### src/rtl/instr_fetch_unit.sv
// Instruction fetch stage: issues in-order imem requests with credit-based
// flow control, buffers returned words in a small FIFO and hands
// {pc, pc+4, instr} to decode over a valid/ready handshake.
// Ports: clk_i/rst_i (sync, active-high); imem_* request/response channel;
// redirect_i/redirect_pc_i from execute; instr_valid_o/instr_ready_i,
// instr_o, pc_o, pc_plus4_o to decode.
// Option IFU_MISALIGN_EN: adds misalign_o; a misaligned redirect target
// halts fetch until the next aligned redirect.
module instr_fetch_unit #(
  parameter int unsigned           DATA_WIDTH = 32,
  parameter logic [DATA_WIDTH-1:0] RESET_PC   = 32'hBFC0_0000,
  parameter int unsigned           DEPTH      = 2
) (
  input  logic                  clk_i,
  input  logic                  rst_i,
  output logic                  imem_req_o,
  output logic [DATA_WIDTH-1:0] imem_addr_o,
  input  logic                  imem_ready_i,
  input  logic                  imem_rvalid_i,
  input  logic [DATA_WIDTH-1:0] imem_rdata_i,
  input  logic                  redirect_i,
  input  logic [DATA_WIDTH-1:0] redirect_pc_i,
  output logic                  instr_valid_o,
  input  logic                  instr_ready_i,
  output logic [DATA_WIDTH-1:0] instr_o,
  output logic [DATA_WIDTH-1:0] pc_o,
  output logic [DATA_WIDTH-1:0] pc_plus4_o
`ifdef IFU_MISALIGN_EN
  ,
  output logic                  misalign_o
`endif
);

  localparam int unsigned AW = $clog2(DEPTH);
  localparam int unsigned CW = AW + 1;
  localparam logic [CW:0] LIMIT = (CW+1)'(DEPTH);
  localparam logic [DATA_WIDTH-1:0] NOP = DATA_WIDTH'(32'h13);
  localparam logic [DATA_WIDTH-1:0] FOUR = DATA_WIDTH'(4);

  typedef enum logic {
    BOOT,
    FETCH
  } state_e;

  state_e state_q, state_d;

  logic [DATA_WIDTH-1:0] fetch_pc, rsp_pc;
  logic [CW-1:0]         outstanding, discard, count;
  logic [AW-1:0]         rd_ptr, wr_ptr;
  logic [DATA_WIDTH-1:0] pc_mem    [DEPTH];
  logic [DATA_WIDTH-1:0] instr_mem [DEPTH];

  logic                  req, accept, push, pop, drop;
  logic                  credit_ok, halt, bad_tgt;
  logic [DATA_WIDTH-1:0] tgt;

  // Low target bits are never used as an address.
  assign tgt = {redirect_pc_i[DATA_WIDTH-1:2], 2'b00};

`ifdef IFU_MISALIGN_EN
  logic misalign_q;

  assign bad_tgt    = |redirect_pc_i[1:0];
  assign halt       = misalign_q;
  assign misalign_o = misalign_q;

  always_ff @(posedge clk_i) begin
    if (rst_i) begin
      misalign_q <= 1'b0;
    end else if (redirect_i) begin
      misalign_q <= bad_tgt;
    end
  end
`else
  logic unused_tgt_lsb;

  assign unused_tgt_lsb = ^redirect_pc_i[1:0];
  assign bad_tgt        = 1'b0;
  assign halt           = 1'b0;
`endif

  // Credits cover in-flight plus buffered words, so every response
  // is guaranteed a free slot.
  assign credit_ok = ({1'b0, outstanding} + {1'b0, count}) < LIMIT;

  always_ff @(posedge clk_i) begin
    if (rst_i) begin
      state_q <= BOOT;
    end else begin
      state_q <= state_d;
    end
  end

  always_comb begin
    state_d = state_q;
    req     = 1'b0;
    unique case (state_q)
      BOOT: begin
        state_d = FETCH;
      end
      FETCH: begin
        req = !redirect_i && !halt && credit_ok;
      end
      default: begin
        state_d = BOOT;
      end
    endcase
  end

  assign imem_req_o  = req;
  assign imem_addr_o = fetch_pc;

  assign accept = req && imem_ready_i;
  assign drop   = imem_rvalid_i && (discard != '0);
  assign push   = imem_rvalid_i && (discard == '0) && !redirect_i;
  assign pop    = instr_valid_o && instr_ready_i;

  always_ff @(posedge clk_i) begin
    if (rst_i) begin
      fetch_pc    <= RESET_PC;
      rsp_pc      <= RESET_PC;
      outstanding <= '0;
      discard     <= '0;
      count       <= '0;
      rd_ptr      <= '0;
      wr_ptr      <= '0;
    end else begin
      outstanding <= outstanding + CW'(accept) - CW'(imem_rvalid_i);
      if (redirect_i) begin
        // Everything still in flight becomes stale, including a
        // response landing in this very cycle.
        rd_ptr  <= '0;
        wr_ptr  <= '0;
        count   <= '0;
        discard <= outstanding - CW'(imem_rvalid_i);
        if (!bad_tgt) begin
          fetch_pc <= tgt;
          rsp_pc   <= tgt;
        end
      end else begin
        if (push) begin
          wr_ptr <= wr_ptr + AW'(1);
          rsp_pc <= rsp_pc + FOUR;
        end
        if (pop) begin
          rd_ptr <= rd_ptr + AW'(1);
        end
        count <= count + CW'(push) - CW'(pop);
        if (drop) begin
          discard <= discard - CW'(1);
        end
        if (accept) begin
          fetch_pc <= fetch_pc + FOUR;
        end
      end
    end
  end

  always_ff @(posedge clk_i) begin
    if (push) begin
      pc_mem[wr_ptr]    <= rsp_pc;
      instr_mem[wr_ptr] <= imem_rdata_i;
    end
  end

  assign instr_valid_o = count != '0;
  assign instr_o    = instr_valid_o ? instr_mem[rd_ptr] : NOP;
  assign pc_o       = instr_valid_o ? pc_mem[rd_ptr] : '0;
  assign pc_plus4_o = instr_valid_o ? pc_mem[rd_ptr] + FOUR : '0;

  rsp_legal: assert property (
    @(posedge clk_i) disable iff (rst_i)
    imem_rvalid_i |-> (outstanding != '0)
  );

  credit_bound: assert property (
    @(posedge clk_i) disable iff (rst_i)
    outstanding <= CW'(DEPTH)
  );

endmodule

### config.mk
export PLATFORM = sky130hd
export DESIGN_NAME = instr_fetch_unit
export DESIGN_NICKNAME = d
export VERILOG_FILES = /design/src/rtl/instr_fetch_unit.sv
export SDC_FILE = /design/constraint.sdc
export NUM_CORES = 1
export LEC_CHECK = 0
export ABC_CLOCK_PERIOD_IN_PS = 4800
export BUFFER_PORTS_ARGS = -buffer_cell sky130_fd_sc_hd__buf_2
export CAP_MARGIN = 20
export CORE_AREA = 2 2 159 161
export CTS_BUF_LIST = sky130_fd_sc_hd__clkbuf_4 sky130_fd_sc_hd__clkbuf_8
export DETAILED_ROUTE_END_ITERATION = 10
export DIE_AREA = 0 0 161 163
export PLACE_DENSITY = 0.71
export REMOVE_ABC_BUFFERS = 1
export SLEW_MARGIN = 40
export SYNTH_ARGS = -nofsm -noshare
export SYNTH_HDL_FRONTEND = slang
export SYNTH_SLANG_ARGS = --single-unit
### constraint.sdc
create_clock -name clk_i -period 4.8 [get_ports clk_i]
set_input_delay 0.72 -clock clk_i [delete_from_list [all_inputs] [get_ports clk_i]]
set_output_delay 0.72 -clock clk_i [all_outputs]
set_load 0.01 [all_outputs]
==> results by group <==
Timing
  • Worst setup margin: 0.6255 ns
  • Slew @ Worst Pin: 0.8071 ns
  • Worst slew margin: 0.4619
  • Final max-slew violation count: 0
  • Final Hold Fails: 0
  • Final setup fails: 0
  • Tmin final: 4.175 ns
  • Skew final: roughly 0.02 ns
  • RSZ-0062 raised after global routing: false
  • Worst hold margin: ~0.44 ns
  • Fmax: between 200 and 250 MHz
  • Tcrit/Tclk final: 0.8697
  • Setup TNS: 0 ns

Floorplan
  • Die W: 161 µm
  • Die Y: around 160 µm
  • Core Footprint: around 25,000 µm²
  • Die area: 26,240 µm²
  • I/O pins: 200
  • Initial Utilization: 0.3828
  • Placement Rows: between 50 and 60

Detailed routing
  • Drt drc: 0
  • DR pass1 iterations: 5
  • Antenna viol nets, final: 0
  • Vias/cell: just over 5
  • Total number of vias: ~7.1k
  • WL/cell: between 15 and 20 µm
  • Total Wirelength: between 20,000 and 25,000 µm
  • Iteration-0 DRC Markers: about 470

Pwr
  • Peak VDD IR: 0.1306 mV
  • Pleak: approximately 4.1 nW
  • Pwr Density: 298.2 nW/µm²

Final layout
  • Area Growth Syn to Fin: 17.76%
  • Commonest cells after routing, fill and taps aside: buf_2, edfxtp_1, nor2_1
  • Cell Count, Final, Fillers Out: ~1.4k
  • Post-layout util: 0.4508
  • Layout Nets: between 1k and 1.5k
  • Filler instances: 2,338
  • Fraction of layout cells with a size suffix above 1: 0.2495
  • Commonest non-fill, non-tap cell in the layout: buf_2

Placed design
  • Pre-CTS WS: ~1.1 ns
  • # port buffers: about 190
  • DP HPWL: between 15,000 and 20,000 µm
  • GPL Wtd Cong: about 0.84
  • Placed Cells: about 1.3k

Setup path
  • WS Path Type: register to output port
  • Worst Path Arrival: ~3.5 ns
  • Max Fanout on Critical Path: 48
  • Worst reg2reg path depth: 6
  • Reg-to-reg endpoint: imem_addr_o[19]$_SDFFE_PP0P_
  • Worst Setup End Kind: output port
  • Critical path required time: a little over 4 ns
  • R2R setup slack: roughly 1.8 ns
  • Critical Path Source Type: register
  • Worst R2R Start: count[0]$_SDFF_PP0_

Synth
  • Number of enable flip-flop cells after synthesis: ~120
  • Top FF cell, synth: edfxtp_1
  • Seq/Total Area, Yosys: 0.5426
  • Yosys reg bits: 194
  • Async set-or-reset flop fraction in the synthesized netlist: 0
  • Post-Syn Area: approximately 9400 µm²
  • Mapped Avg Cell Area: ~11 µm²
  • Post-synthesis cell count: between 800 and 900
  • Synth unique cells: 72
  • YS warnings: 0

Global route
  • Vias in the first global route: approximately 6.8k
  • GRT overflow: 0
  • First-pass GRT wire length: 35,680 µm
  • Initial antenna violation count: 1
  • GRT Util Overall: 0.1733
  • Largest net degree at the start of global routing: 79

CTS
  • Setup Fix Bufs, Post-CTS: 0
  • CTS buffer count: 17
  • CTS Root Cell: clkbuf_8
  • Longest Clk Path Bufs: 2
  • CTS Hold Bufs: 0
  • PostCTS Resize Cnt: 0
  • CTS sink cnt: between 150 and 200
  • H-tree Lvls: 4
  • CTS tree: yes
  • Clock slew at reported path FFs: about 0.1 ns
  • Clk_lat worst skew: between 0.4 and 0.5 ns

Worst hold path
  • Hold Crit Class: primary input to register
  • Hold depth: 1
  • WHS Endpoint: instr_mem[0][15]$_DFFE_PP_
  • Worst Min Path Start: imem_rdata_i[15]

Job
  • Max Cap Viol: 0

Outcome
  • Status: finished, final reports clean
==> cell usage after synthesis, drive strengths merged, types with 13 or more instances <==
cell type	n	area share
edfxtp	124	0.39
nor2	108	0.043
dfxtp	70	0.15
mux2i	61	0.065
nand2	48	0.019
nand4	34	0.025
nor3	31	0.016
xnor2	31	0.029
a21boi	30	0.024
nand3	30	0.017
xor2	28	0.026
buf	22	0.014
clkbuf	21	0.0083
a21oi	16	0.0089
and3	15	0.0099
o21a	14	0.011
o21ai	14	0.0074
a211oi	13	0.012
and2	13	0.0086
and4	13	0.012
==> final cells by class <==
cell class / count / area [µm²] / area share
clock buffers: 17 / 234.0 / 0.02103
well taps: 330 / 412.9 / 0.03712
inverters: 12 / 45.04 / 0.004049
flip-flops and latches: 194 / 5129 / 0.4611
repair buffers: 202 / 1070 / 0.09618
diodes: 1 / 2.502 / 0.0002250
clock inverters: 14 / 123.9 / 0.01114
multi-input cells: 603 / 4106 / 0.3692
==> where the power goes <==
| group | switching (mW) | internal (mW) |
|---|---|---|
| sequential | 0.0806 | 1.86 |
| clock | 0.605 | 0.373 |
| combinational | 0.232 | 0.165 |
| total | 0.918 | 2.40 |
==> logic make-up (layout without fill, tap and decap cells) <==
| group | Yosys count | after routing | share of synthesized area |
|---|---|---|---|
| AND/OR/NAND/NOR | 333 | 333 | 0.1884 |
| AO/OA/AOI/OAI | 130 | 130 | 0.1035 |
| multiplexers | 65 | 65 | 0.06941 |
| XOR/XNOR | 59 | 59 | 0.05471 |
| other | 1 | 7 | 0.0003970 |
| adder cells (fa/ha/maj) | 10 | 10 | 0.01404 |
| buffers and inverters | 55 | 245 | 0.02702 |
| flip-flops | 194 | 194 | 0.5426 |
==> how the worst max path moves through the flow <==
stage / start / to / cells after the start
after floorplan: register / pc_plus4_o[26] / 5
after global placement: register / pc_plus4_o[31] / 7
after detailed placement: register / pc_plus4_o[31] / 7
after CTS: register / pc_plus4_o[31] / 7
after global routing: register / pc_plus4_o[26] / 7
final: register / pc_plus4_o[31] / 7
==> sequential cells by signal (all words and copies together), names as in the netlist, named ones only <==
signal	cells
outstanding	2
pc_mem	60
imem_addr_o	30
wr_ptr	1
state_q	1
rsp_pc	30
instr_mem	64
count	2
rd_ptr	1
discard	2
==> per-stage QoR <==
step	total power, mW	instance area, µm²
floorplan	2.207	9254
global placement	2.366	10720
detailed placement	2.378	10760
CTS	3.357	11120
global route	3.466	11120
finish	3.317	11120
==> layer usage <==
layer / global-route usage / vias to the layer above / share of wire
met5: 0 / - / 0
met4: 0.06412 / 0 / 0.023
met3: 0.03896 / 34 / 0.058
met2: 0.2844 / 227 / 0.47
met1: 0.2251 / 3345 / 0.45
li1: - / 3510 / -
==> critical path: stages (launching register included) <==
cell and delay [ns]:
dfxtp_4 0.78, buf_4 0.50, nand3_1 0.22, a22oi_4 0.37, nand4_2 0.36, nor4_2 0.26, mux2_1 0.34, buf_2 0.14
No activity file was read; power rests on OpenSTA's default activity.
